File: src/rtl/pwm_audio_pkg.sv
// Shared definitions for the PWM audio transmit path and its receive-side demodulator.
package pwm_audio_pkg;

    localparam int PWM_PERIOD = 4095;
    localparam int SAMPLE_W   = 12;
    localparam int TOL        = 2;
    localparam int ERR_LIMIT  = 4;

    typedef logic [SAMPLE_W-1:0] sample_t;

    typedef enum logic {
        HUNT,
        TRACK
    } demod_state_t;

endpackage

File: src/rtl/pwm_sync_edge.sv
// Brings the asynchronous PWM pin into the clk domain and flags its rising edges.
module pwm_sync_edge (
    input  logic clk,
    input  logic rst,
    input  logic pwm_in,
    output logic s,
    output logic rise
);

    logic meta;
    logic s_d;

    // NOTE: sequential state uses non-blocking assignments only, so every flop samples pre-edge values.
    always_ff @(posedge clk) begin
        if (rst) begin
            meta <= 1'b0;
            s    <= 1'b0;
            s_d  <= 1'b0;
        end else begin
            meta <= pwm_in;
            s    <= meta;
            s_d  <= s;
        end
    end

    assign rise = s & ~s_d;

endmodule

File: src/rtl/pwm_audio_demod.sv
// Locks to the frame period of a 1-bit PWM audio stream and returns each frame's high-time
// as a sample over a valid/ready interface.
module pwm_audio_demod #(
    parameter int PWM_PERIOD = pwm_audio_pkg::PWM_PERIOD,
    parameter int SAMPLE_W   = pwm_audio_pkg::SAMPLE_W,
    parameter int TOL        = pwm_audio_pkg::TOL,
    parameter int ERR_LIMIT  = pwm_audio_pkg::ERR_LIMIT
) (
    input  logic                clk,
    input  logic                rst,
    input  logic                pwm_in,
    output logic [SAMPLE_W-1:0] sample,
    output logic                sample_valid,
    input  logic                sample_ready,
    output logic                locked,
    output logic                period_err,
    output logic                overrun,
    input  logic                overrun_clr
);

    import pwm_audio_pkg::*;

    localparam int                  ERR_W    = $clog2(ERR_LIMIT + 1);
    localparam logic [SAMPLE_W-1:0] PERIOD_V = SAMPLE_W'(PWM_PERIOD);

    demod_state_t        state;
    logic [SAMPLE_W-1:0] win_len;
    logic [SAMPLE_W-1:0] hi_cnt;
    logic [ERR_W-1:0]    err_run;
    logic                s;
    logic                rise;
    logic                boundary;
    logic                off_tol;
    logic                slot_free;

    pwm_sync_edge u_sync (
        .clk    (clk),
        .rst    (rst),
        .pwm_in (pwm_in),
        .s      (s),
        .rise   (rise)
    );

    // A rise landing exactly on a full window closes one frame, not two.
    assign boundary  = rise | (win_len == PERIOD_V);
    assign off_tol   = (int'(win_len) < PWM_PERIOD - TOL) || (int'(win_len) > PWM_PERIOD + TOL);
    assign slot_free = ~sample_valid | sample_ready;

    always_ff @(posedge clk) begin
        if (rst) begin
            state        <= HUNT;
            win_len      <= '0;
            hi_cnt       <= '0;
            err_run      <= '0;
            sample       <= '0;
            sample_valid <= 1'b0;
            locked       <= 1'b0;
            period_err   <= 1'b0;
            overrun      <= 1'b0;
        end else begin
            period_err <= 1'b0;

            if (overrun_clr) begin
                overrun <= 1'b0;
            end
            if (sample_valid && sample_ready) begin
                sample_valid <= 1'b0;
            end

            if (boundary) begin
                win_len <= SAMPLE_W'(1);
                hi_cnt  <= SAMPLE_W'(s);
            end else begin
                win_len <= win_len + SAMPLE_W'(1);
                hi_cnt  <= hi_cnt + SAMPLE_W'(s);
            end

            if (boundary) begin
                case (state)
                    HUNT: begin
                        state   <= TRACK;
                        locked  <= 1'b1;
                        err_run <= '0;
                    end
                    TRACK: begin
                        // A full slot keeps its value; the newer frame is the one dropped.
                        if (slot_free) begin
                            sample       <= hi_cnt;
                            sample_valid <= 1'b1;
                        end else begin
                            overrun <= 1'b1;
                        end

                        if (rise && off_tol) begin
                            period_err <= 1'b1;
                            if (err_run == ERR_W'(ERR_LIMIT - 1)) begin
                                state   <= HUNT;
                                locked  <= 1'b0;
                                err_run <= '0;
                            end else begin
                                err_run <= err_run + ERR_W'(1);
                            end
                        end else begin
                            err_run <= '0;
                        end
                    end
                    default: begin
                        state  <= HUNT;
                        locked <= 1'b0;
                    end
                endcase
            end
        end
    end

endmodule

File: config.mk
export PLATFORM = sky130hd
export DESIGN_NAME = pwm_audio_demod
export DESIGN_NICKNAME = d
export VERILOG_FILES = /design/src/rtl/pwm_audio_pkg.sv /design/src/rtl/pwm_sync_edge.sv /design/src/rtl/pwm_audio_demod.sv
export SDC_FILE = /design/constraint.sdc
export NUM_CORES = 1
export LEC_CHECK = 0
export CAP_MARGIN = 20
export CORE_ASPECT_RATIO = 1.25
export CORE_MARGIN = 3
export CORE_UTILIZATION = 55
export DETAILED_ROUTE_END_ITERATION = 16
export PLACE_DENSITY = 0.78
export SLEW_MARGIN = 20
export SYNTH_ARGS = -nofsm -noshare
export SYNTH_HDL_FRONTEND = slang
export SYNTH_SLANG_ARGS = --single-unit
File: constraint.sdc
create_clock -name clk -period 3.7 [get_ports clk]
set_clock_uncertainty 0.15 [all_clocks]
set_input_delay 0.74 -clock clk [delete_from_list [all_inputs] [get_ports clk]]
set_output_delay 0.74 -clock clk [all_outputs]
set_load 0.01 [all_outputs]
## Yosys cells after proc, flatten, opt, wreduce, memory -nomap -nowiden

Cells that the tools add are included.

| storage, ports and cells | value |
|---|---|
| register bits after elaboration | 47 |
| output and inout port bits | 16 |
| logic and storage cells | 55 |

| operators by class | value |
|---|---|
| $add $sub $neg | 3 |
| magnitude comparators | 1 |
| eq/ne operators | 4 |
| mux-type cells | 20 |
| bitwise operators | 7 |
| reduce and logical (&&, ||, !) cells | 6 |

Operators by type and width:

| kind | count |
|---|---|
| $mux 1 | 15 |
| $add 12x1->12 | 1 |
| $add 12x1->12 const B | 1 |
| $eq 12x12->1 const B | 1 |
| $lt 12x12->1 const B | 1 |
| $mux 3 | 2 |
| $pmux 3 s2 | 1 |
| $reduce_and 3->1 | 2 |
| $ne 2x1->1 const B | 2 |
| $not 1->1 | 4 |
| $pmux 1 s2 | 2 |
| $add 3x1->3 const B | 1 |
| $eq 3x2->1 const B | 1 |
| $reduce_or 3->1 | 1 |
| $logic_and 1x1->1 | 2 |
| $or 1x1->1 | 2 |
| $reduce_or 2->1 | 1 |
| $and 1x1->1 | 1 |

## Depth between registers and ports, before layout

Gate-level depths: netlist of the first run.

| logic depth | value |
|---|---|
| word-level depth | 5 |
| mapped depth | 7 |
| gate-level depth less buffers | 6 |

## Modules after synthesis

Synthesis of the first run repeated with hierarchy kept, for this count alone.

| unflattened totals | value |
|---|---|
| cells, all modules | 204 |
| area total of the unflattened synthesis | 2,004.4 um^2 |

Modules (own cells, without submodules):

| module | times used | cells each | area each (um^2) | sequential area each (um^2) |
|---|---|---|---|---|
| pwm_audio_demod | 1 | 197 | 1,916.8 | 880.8 |
| pwm_sync_edge | 1 | 7 | 87.6 | 60.1 |

## Worst setup path after synthesis of the first run

No wires, ideal clock.

| path | value |
|---|---|
| path type | reg2reg |
| start | reg win_len[0] |
| end | reg sample[0] |
| library setup time | 0.072 ns |
| arrival | 1.689 ns |
| required time | 3.478 ns |
| path slack | 1.789 ns |
| stages on the path, launching flop included | 8 |
| buffers on the path | 2 |
| clock period less this slack | 1.911 ns |
| cells stage by stage | dfxtp_1 -> ha_1 -> nand3_2 -> o32ai_4 -> and3_1 -> buf_6 -> buf_12 -> mux2i_1 |

| on the way | value |
|---|---|
| cells in the longest elaborated chain, start to end | 3 |

Ends and longest elaborated chain:

| item | RTL line | text |
|---|---|---|
| start: declaration | pwm_audio_demod.sv:27 | `logic [SAMPLE_W-1:0] win_len;` |
| start signal: assignment | pwm_audio_demod.sv:74 | `win_len <= win_len + SAMPLE_W'(1);` |
| $eq 12x12->1 | pwm_audio_demod.sv:45 | `assign boundary = rise \| (win_len == PERIOD_V);` |
| $or 1x1->1 | pwm_audio_demod.sv:45 |  |
| $reduce_and 3->1 (no source line) | - |  |
| end signal: assignment | pwm_audio_demod.sv:88 | `sample <= hi_cnt;` |
| end: declaration | pwm_audio_demod.sv:12 | `output logic [SAMPLE_W-1:0] sample,` |

Every way passes these cells.
A chain may end at the register's enable or synchronous reset.

## Worst setup path in the final report of the first run

| path | value |
|---|---|
| start | reg win_len[0] |
| end | reg sample[8] |

The elaborated chain is that of the path after synthesis.

==> results_dict.tcl, run 1 <==
set metrics [dict create \
    finalCritPeriodShare 0.652 \
    slew_viol_final 0 \
    start_util 0.599 \
    p_leak_nw 0.774 \
    fmax_ghz 0.414 \
    clk_latency_ns 0.30 \
    min_to "locked$_SDFFE_PP0P_" \
    slew_headroom 0.542 \
    yosysSeqAreaShare 0.467 \
    dp.cells 259 \
    port_buffers 20 \
    syn_area_mm2 0.00202 \
    r2r_setup_slack_ns 1.29 \
    avgSynthCellArea_um2 9.65 \
    crit_slowest_cell "and3_1" \
    rr_worst_depth 5 \
    io_pins 21 \
    cts_buffer_depth 2 \
    final_nets 239 \
    ant_nets 0 \
    power.density_mw_per_mm2 381 \
    core-area_mm2 0.00337 \
    yosys_warnings 0 \
    vias_per_cell 5.31 \
    layout_commonest_cell "dfxtp_1" \
    layout_common_cells "dfxtp_1 (47), nor2_1 (31), nand2b_1 (26)" \
    area_growth_pct 14.8 \
    avgRoutedWirePerCell_um 13.1 \
    drv_cap 0 \
    antenna_cells 0 \
    first_global_vias 1463 \
    slowest_delay_ns 0.69 \
    cts.sinks 47 \
    endpoint_kind "flop" \
    hold_start "locked$_SDFFE_PP0P_" \
    whs_ns 0.308 \
    clk_pin_slew_ns 0.08 \
    peakVddDrop_mv 0.416 \
    ys_ff_latch 47 \
    drive_gt1_frac 0.0609 \
    synth_enable_flop_cells 0 \
    synth.net_count 219 \
    tightest_slew_ns 0.688 \
    num-fill-cells 287 \
    min_path_type "reg -> reg" \
    finalSetupTns_ns 0 \
    r2r_end "sample[8]$_SDFFE_PP0P_" \
    path_cells "ha_1, nand3_2, o32ai_4, and3_1, mux2i_1" \
    dp_hpwl_um 2590 \
    worst_slack_ns 1.29 \
    grt_max_degree 25 \
    die_w_um 60.2 \
    row_count 23 \
    async_reset_ff_frac 0 \
    cts_setup_buffers 0 \
    ys.flop_type "dfxtp_1" \
    die_area_mm2 0.00443 \
    ys_types 34 \
    antenna_found_initial 0 \
    grt-ovfl-total 0 \
    grt_use_total 0.185 \
    synthCells 209 \
    post_dp_cell_area_mm2 0.00221 \
    drc 0 \
    stdcell_area_mm2 0.00231 \
    cts_buffers 5 \
    hold_path_depth 2 \
    layout.cells.non_filler 267 \
    wl_um 3490 \
    vias 1419 \
    status "complete, no violations" \
    grt_first_pass_wirelength_um 6220 \
    final_core_util 0.687 \
    path_class "reg -> reg" \
    cts_max_level 2 \
    pre_cts_ws_ns 1.24 \
    start_kind "flop" \
    worstPathArrival_ns 2.48 \
    worstReg2RegStart "win_len[0]$_SDFF_PP0_" \
    p_total_mw 0.882 \
    ctsResizeCount 0 \
    fp.dieH_um 73.7 \
    fin_crit_ns 2.41 \
    clockRootBuffer "clkbuf_8" \
    hold_viol 0 \
    hold_buffers 0 \
    required_ns 3.77 \
    critPathMaxFanout 12 \
    gp_congestion 0.738 \
    drt_iter0_markers 43 \
    firstDrtPassIters 4 \
    cts_tree "yes" \
    setup_violations 0 \
    rsz0062_at_grt "no" \
]
-- where the power goes --
part / switching (mW) / total [mW] / internal [mW] / leakage, nW
registers: 0.00541 / 0.517 / 0.512 / 0.380
clock network: 0.157 / 0.327 / 0.170 / 0.0515
logic: 0.0188 / 0.0375 / 0.0187 / 0.343
-- cell families after synthesis --
kind of cell	Yosys count	synth area share
AND/OR/NAND/NOR	101	0.269
AO/OA/AOI/OAI	8	0.0372
multiplexers	14	0.0701
adder cells (fa/ha/maj)	5	0.0310
buffers and inverters	14	0.0391
flip-flops	47	0.467
XOR/XNOR	20	0.0868
-- area by class of cell --
class	instances	area [um^2]	share of cell area
well taps	37	46.3	0.0200
repair buffers	21	208	0.0897
inverters	6	22.5	0.00973
multi-input cells	148	997	0.431
clock buffers	8	100	0.0432
flip-flops and latches	47	941	0.406
-- cell usage after synthesis (4+ instances only) --
cell	instances	share of area
ha_1	5	0.031
nand4_1	5	0.016
nand3_1	4	0.0099
mux2i_1	13	0.065
a21oi_1	4	0.0099
xnor2_1	14	0.061
nand2_1	11	0.020
nor2b_1	4	0.012
inv_1	6	0.011
nor4_1	4	0.012
nand2b_1	26	0.081
xor2_1	6	0.026
nor3_1	5	0.012
nor2_1	31	0.058
dfxtp_1	47	0.47
clkbuf_1	4	0.0074
-- routing by layer --
| metal | global-route usage | routed length (um) | share of wire |
|---|---|---|---|
| met5 | 0 | 0 | 0 |
| met4 | 0.0665 | 51 | 0.015 |
| met3 | 0.0527 | 115 | 0.033 |
| met2 | 0.338 | 1850 | 0.53 |
| met1 | 0.197 | 1470 | 0.42 |
-- flip-flops by register name, summed over array words and instances, names as in the netlist --
name / flops
win_len: 12
err_run: 3
state: 1
period_err: 1
sample: 12
locked: 1
u_sync.s: 1
u_sync.meta: 1
overrun: 1
u_sync.s_d: 1
hi_cnt: 12
sample_valid: 1
-- worst max path at each step --
stage / startpoint / cells after the start / end / slack [ns]
6_report: win_len[0]$_SDFF_PP0_ / 5 / sample[8]$_SDFFE_PP0P_ / 1.29
5_1_grt: win_len[1]$_SDFF_PP0_ / 5 / sample[1]$_SDFFE_PP0P_ / 1.10
4_1_cts: win_len[0]$_SDFF_PP0_ / 5 / sample[1]$_SDFFE_PP0P_ / 1.25
3_5_place_dp: sample_ready / 4 / sample[1]$_SDFFE_PP0P_ / 1.24
3_3_place_gp: sample_ready / 4 / sample[10]$_SDFFE_PP0P_ / 1.33
2_1_floorplan: win_len[0]$_SDFF_PP0_ / 7 / sample[0]$_SDFFE_PP0P_ / 1.79
-- critical path, delay by kind of cell (launching register included) --
kind | cells | cell delay (ns)
AOI/OAI and AO/OA | 1 | 0.49
and+or+nand+nor | 2 | 0.85
muxes | 1 | 0.26
adders and majority gates | 1 | 0.23
DFF | 1 | 0.36
Power figures use the tool's default switching activity.
==> inputs of run 2 (changes only) <==
--- a/config.mk
+++ b/config.mk
@@ -8,9 +8,9 @@
 export CAP_MARGIN = 20
 export CORE_ASPECT_RATIO = 1.25
 export CORE_MARGIN = 3
-export CORE_UTILIZATION = 55
+export CORE_UTILIZATION = 50
 export DETAILED_ROUTE_END_ITERATION = 16
-export PLACE_DENSITY = 0.78
+export PLACE_DENSITY = 0.74
 export SLEW_MARGIN = 20
 export SYNTH_ARGS = -nofsm -noshare
 export SYNTH_HDL_FRONTEND = slang
==> constraint.sdc (replaced) <==
create_clock -name clk -period 2.2 [get_ports clk]
set_clock_uncertainty 0.15 [all_clocks]
set_input_delay 0.44 -clock clk [delete_from_list [all_inputs] [get_ports clk]]
set_output_delay 0.44 -clock clk [all_outputs]
set_load 0.01 [all_outputs]
==> results_dict.tcl, run 2 (same netlist as run 1, synthesis figures left out) <==
set metrics [dict create \
    antenna_found_initial 0 \
    required_ns 2.28 \
    area_growth_pct 19.0 \
    status "complete, no violations" \
    p_leak_nw 0.801 \
    clockRootBuffer "clkbuf_8" \
    vias_per_cell 4.88 \
    start_util 0.524 \
    antenna_cells 0 \
    dp_hpwl_um 2380 \
    avgRoutedWirePerCell_um 11.5 \
    cts_tree "yes" \
    clk_pin_slew_ns 0.09 \
    cts.sinks 47 \
    critPathMaxFanout 12 \
    grt-ovfl-total 0 \
    layout_common_cells "dfxtp_1 (47), nor2_1 (31), nand2b_1 (26)" \
    rsz0062_at_grt "no" \
    min_path_type "reg -> reg" \
    peakVddDrop_mv 0.454 \
    setup_violations 0 \
    grt_use_total 0.155 \
    die_w_um 62.8 \
    cts_setup_buffers 0 \
    fp.dieH_um 77.0 \
    grt_max_degree 32 \
    grt_first_pass_wirelength_um 5890 \
    io_pins 21 \
    dp.cells 278 \
    critPathBufInv 1 \
    ant_nets 0 \
    p_total_mw 1.67 \
    gp_congestion 0.788 \
    stdcell_area_mm2 0.00240 \
    start_kind "flop" \
    layout_commonest_cell "dfxtp_1" \
    endpoint_kind "flop" \
    firstDrtPassIters 7 \
    drv_cap 0 \
    ctsResizeCount 0 \
    cts_buffer_depth 2 \
    cts_max_level 2 \
    slew_viol_final 0 \
    port_buffers 20 \
    die_area_mm2 0.00484 \
    finalCritPeriodShare 0.900 \
    final_nets 241 \
    power.density_mw_per_mm2 698 \
    slowest_delay_ns 0.42 \
    drive_gt1_frac 0.0733 \
    worstPathArrival_ns 2.06 \
    first_global_vias 1348 \
    hold_viol 0 \
    whs_ns 0.295 \
    path_depth 6 \
    tightest_slew_ns 0.514 \
    wl_um 3280 \
    row_count 25 \
    hold_path_depth 1 \
    drt_iter0_markers 46 \
    path_cells "ha_1, nand3_2, o32ai_4, and3_1, buf_12, mux2i_1" \
    clk_latency_ns 0.30 \
    layout.cells.non_filler 286 \
    path_delay_family "compound AO/OA/AOI/OAI gates" \
    crit_slowest_cell "o32ai_4" \
    slew_headroom 0.653 \
    hold_buffers 0 \
    num-fill-cells 334 \
    finalSetupTns_ns 0 \
    top_regs "hi_cnt (12), sample (12), win_len (12)" \
    fin_crit_ns 1.98 \
    core-area_mm2 0.00385 \
    fmax_ghz 0.505 \
    rr_worst_depth 6 \
    post_dp_cell_area_mm2 0.00226 \
    cts_buffers 5 \
    path_class "reg -> reg" \
    drc 0 \
    vias 1395 \
]
-- run 2: changes by cell type in the layout (fill, tap and decap cells not counted) --
cell,delta
buf_4,+1
clkbuf_8,-2
clkinvlp_4,+1
buf_12,+1
clkbuf_1,-1
bufinv_16,+2
-- run 2: report_power, final --
group / leakage, nW / total, mW / internal [mW] / switching [mW]
Sequential: 0.380 / 0.869 / 0.861 / 0.00850
Combinational: 0.356 / 0.0648 / 0.0327 / 0.0321
Clock: 0.0644 / 0.740 / 0.453 / 0.287
Total: 0.801 / 1.67 / 1.35 / 0.328
-- run 2: metal layers --
layer  routed length (um)  track usage  part of all wire
met5                    0            0                 0
met4                   63       0.0728             0.019
met3                  104       0.0483             0.032
met2                 1730        0.271              0.53
met1                 1390        0.168              0.42
-- run 2: final cells by class --
type	count	area, um^2	share of cell area
multi-input combinational	148	997	0.416
sequential	47	941	0.392
timing repair buffer	23	235	0.0980
clock buffer	5	68.8	0.0287
clock inverter	3	67.6	0.0282
tap	54	67.6	0.0282
inverter	6	22.5	0.00938
-- run 2: metrics by stage --
step	setup WS (ns)	util
6_report	0.219	0.624
5_1_grt	0.0764	0.624
4_1_cts	0.197	0.624
3_5_place_dp	0.208	0.588
3_3_place_gp	0.278	0.588
2_1_floorplan	0.289	-
-- run 2: final timing paths --
check	startpoint	to	slack, ns
max	win_len[0]$_SDFF_PP0_	sample[8]$_SDFFE_PP0P_	0.22
min	u_sync.meta$_SDFF_PP0_	u_sync.s$_SDFF_PP0_	0.30
max reg2reg	win_len[0]$_SDFF_PP0_	sample[8]$_SDFFE_PP0P_	0.22
min reg2reg	u_sync.meta$_SDFF_PP0_	u_sync.s$_SDFF_PP0_	0.30
-- run 2: worst reg2reg max path: cells and delay by family, from the launching register on --
family          cells  cell delay (ns)
fa+ha+maj           1             0.23
buf+inv             1             0.16
mux                 1             0.20
flops               1             0.36
simple gates        2             0.42
compound gates      1             0.42
==> inputs of run 3 (changes only) <==
--- a/config.mk
+++ b/config.mk
@@ -6,7 +6,6 @@
 export NUM_CORES = 1
 export LEC_CHECK = 0
 export CAP_MARGIN = 20
-export CORE_ASPECT_RATIO = 1.25
 export CORE_MARGIN = 3
 export CORE_UTILIZATION = 50
 export DETAILED_ROUTE_END_ITERATION = 16
==> results_dict.tcl, run 3 (same netlist as run 1, synthesis figures left out) <==
set metrics [dict create \
    peakVddDrop_mv 0.441 \
    port_buffers 20 \
    ctsResizeCount 0 \
    ant_nets 0 \
    fin_crit_ns 1.98 \
    firstDrtPassIters 4 \
    clockRootBuffer "clkbuf_8" \
    final_core_util 0.618 \
    slowest_delay_ns 0.38 \
    die_w_um 69.5 \
    power_frac_clock 0.344 \
    drv_cap 0 \
    p_comb_frac 0.045 \
    path_delay_family "compound AO/OA/AOI/OAI gates" \
    hold_start "u_sync.meta$_SDFF_PP0_" \
    cts_tree "yes" \
    p_seq_frac 0.611 \
    die_area_mm2 0.00483 \
    slew_viol_final 0 \
    path_class "reg -> reg" \
    rsz0062_at_grt "no" \
    setup_violations 0 \
    cts.sinks 47 \
    fmax_ghz 0.504 \
    cts_max_level 2 \
    grt_max_degree 30 \
    p_int_mw 1.12 \
    avgRoutedWirePerCell_um 11.5 \
    power.switching_mw 0.305 \
    io_pins 21 \
    row_count 22 \
    antenna_cells 0 \
    netSwitchingFraction 0.215 \
    cts_setup_buffers 0 \
    grt-ovfl-total 0 \
    area_growth_pct 15.6 \
    status "complete, no violations" \
    cts_buffer_depth 2 \
    min_to "u_sync.s$_SDFF_PP0_" \
    num-fill-cells 320 \
    wl_um 3230 \
    clk_pin_slew_ns 0.07 \
    grt_use_total 0.149 \
    finalCritPeriodShare 0.902 \
    hold_viol 0 \
    power.density_mw_per_mm2 610 \
    layout_common_cells "dfxtp_1 (47), nor2_1 (31), nand2b_1 (26)" \
    core-area_mm2 0.00377 \
    worstReg2RegStart "win_len[1]$_SDFF_PP0_" \
    first_global_vias 1372 \
    cts_buffers 5 \
    fp.dieH_um 69.5 \
    crit_slowest_cell "o32ai_4" \
    required_ns 2.27 \
    min_path_type "reg -> reg" \
    top_regs "hi_cnt (12), sample (12), win_len (12)" \
    path_cells "ha_1, nand3_2, o32ai_4, and3_1, buf_4, mux2i_1" \
    vias 1414 \
    gp_congestion 0.779 \
    endpoint_kind "flop" \
    worstPathArrival_ns 2.06 \
    layout_commonest_cell "dfxtp_1" \
    start_util 0.535 \
    drc 0 \
    final_nets 242 \
    tightest_slew_ns 0.469 \
    antenna_found_initial 0 \
    critPathMaxFanout 12 \
    p_leak_nw 0.781 \
    drive_gt1_frac 0.0687 \
    finalSetupTns_ns 0 \
    grt_first_pass_wirelength_um 5820 \
    start_kind "flop" \
    clk_latency_ns 0.29 \
    r2r_setup_slack_ns 0.22 \
    whs_ns 0.298 \
    dp_hpwl_um 2260 \
    rr_worst_depth 6 \
    critPathBufInv 1 \
    hold_buffers 0 \
    hold_path_depth 1 \
    drt_iter0_markers 71 \
    vias_per_cell 5.03 \
    r2r_end "sample[1]$_SDFFE_PP0P_" \
    slew_headroom 0.683 \
]
==> run 3: cell types whose count changed in the layout (fill, tap and decap cells not counted) <==
cell / change
buf_12: -1
buf_4: +2
bufinv_16: -2
clkbuf_1: +2
clkinv_2: +1
clkinvlp_4: -1
==> run 3: cell type report <==
| cell class | count | area, um^2 | share of cell area |
|---|---|---|---|
| multi-input cells | 148 | 997 | 0.428 |
| flip-flops and latches | 47 | 941 | 0.403 |
| repair buffers | 24 | 230 | 0.0987 |
| clock buffers | 7 | 76.3 | 0.0327 |
| well taps | 48 | 60.1 | 0.0258 |
| inverters | 6 | 22.5 | 0.00966 |
| clock inverters | 1 | 5.00 | 0.00215 |
==> run 3: power by group through the flow <==
| stage | registers, mW | logic, mW | clock network, mW |
|---|---|---|---|
| final | 0.869 | 0.0647 | 0.489 |
| after global routing | 0.871 | 0.0740 | 0.538 |
| after CTS | 0.869 | 0.0656 | 0.502 |
| after detailed placement | 0.889 | 0.0652 | 0 |
| after global placement | 0.889 | 0.0656 | 0 |
| after floorplan | 0.888 | 0.0464 | 0 |
==> run 3: worst max path at each step <==
| stage | end | from | cells after the start |
|---|---|---|---|
| after global placement | sample[9]$_SDFFE_PP0P_ | win_len[0]$_SDFF_PP0_ | 6 |
| after detailed placement | sample[1]$_SDFFE_PP0P_ | win_len[1]$_SDFF_PP0_ | 6 |
| after global routing | sample[7]$_SDFFE_PP0P_ | win_len[1]$_SDFF_PP0_ | 6 |
| after floorplan | sample[0]$_SDFFE_PP0P_ | win_len[0]$_SDFF_PP0_ | 7 |
| after CTS | sample[1]$_SDFFE_PP0P_ | win_len[1]$_SDFF_PP0_ | 6 |
| final | sample[1]$_SDFFE_PP0P_ | win_len[1]$_SDFF_PP0_ | 6 |
==> run 3: metal layers <==
metal  share of wire  track usage  up-vias
li1                -            -      731
met1            0.49        0.184      657
met2            0.47        0.238       22
met3           0.038       0.0565        4
met4          0.0099       0.0456        0
met5               0            0        -
==> run 3: stage by stage <==
| step | setup WS, ns | power (mW) | cell area (um^2) | cells |
|---|---|---|---|---|
| floorplan | 0.289 | 0.934 | 2020 | 209 |
| global placement | 0.285 | 0.955 | 2250 | 273 |
| detailed placement | 0.226 | 0.954 | 2250 | 273 |
| CTS | 0.199 | 1.44 | 2330 | 281 |
| global route | 0.0929 | 1.48 | 2330 | 281 |
| finish | 0.216 | 1.42 | 2330 | 281 |
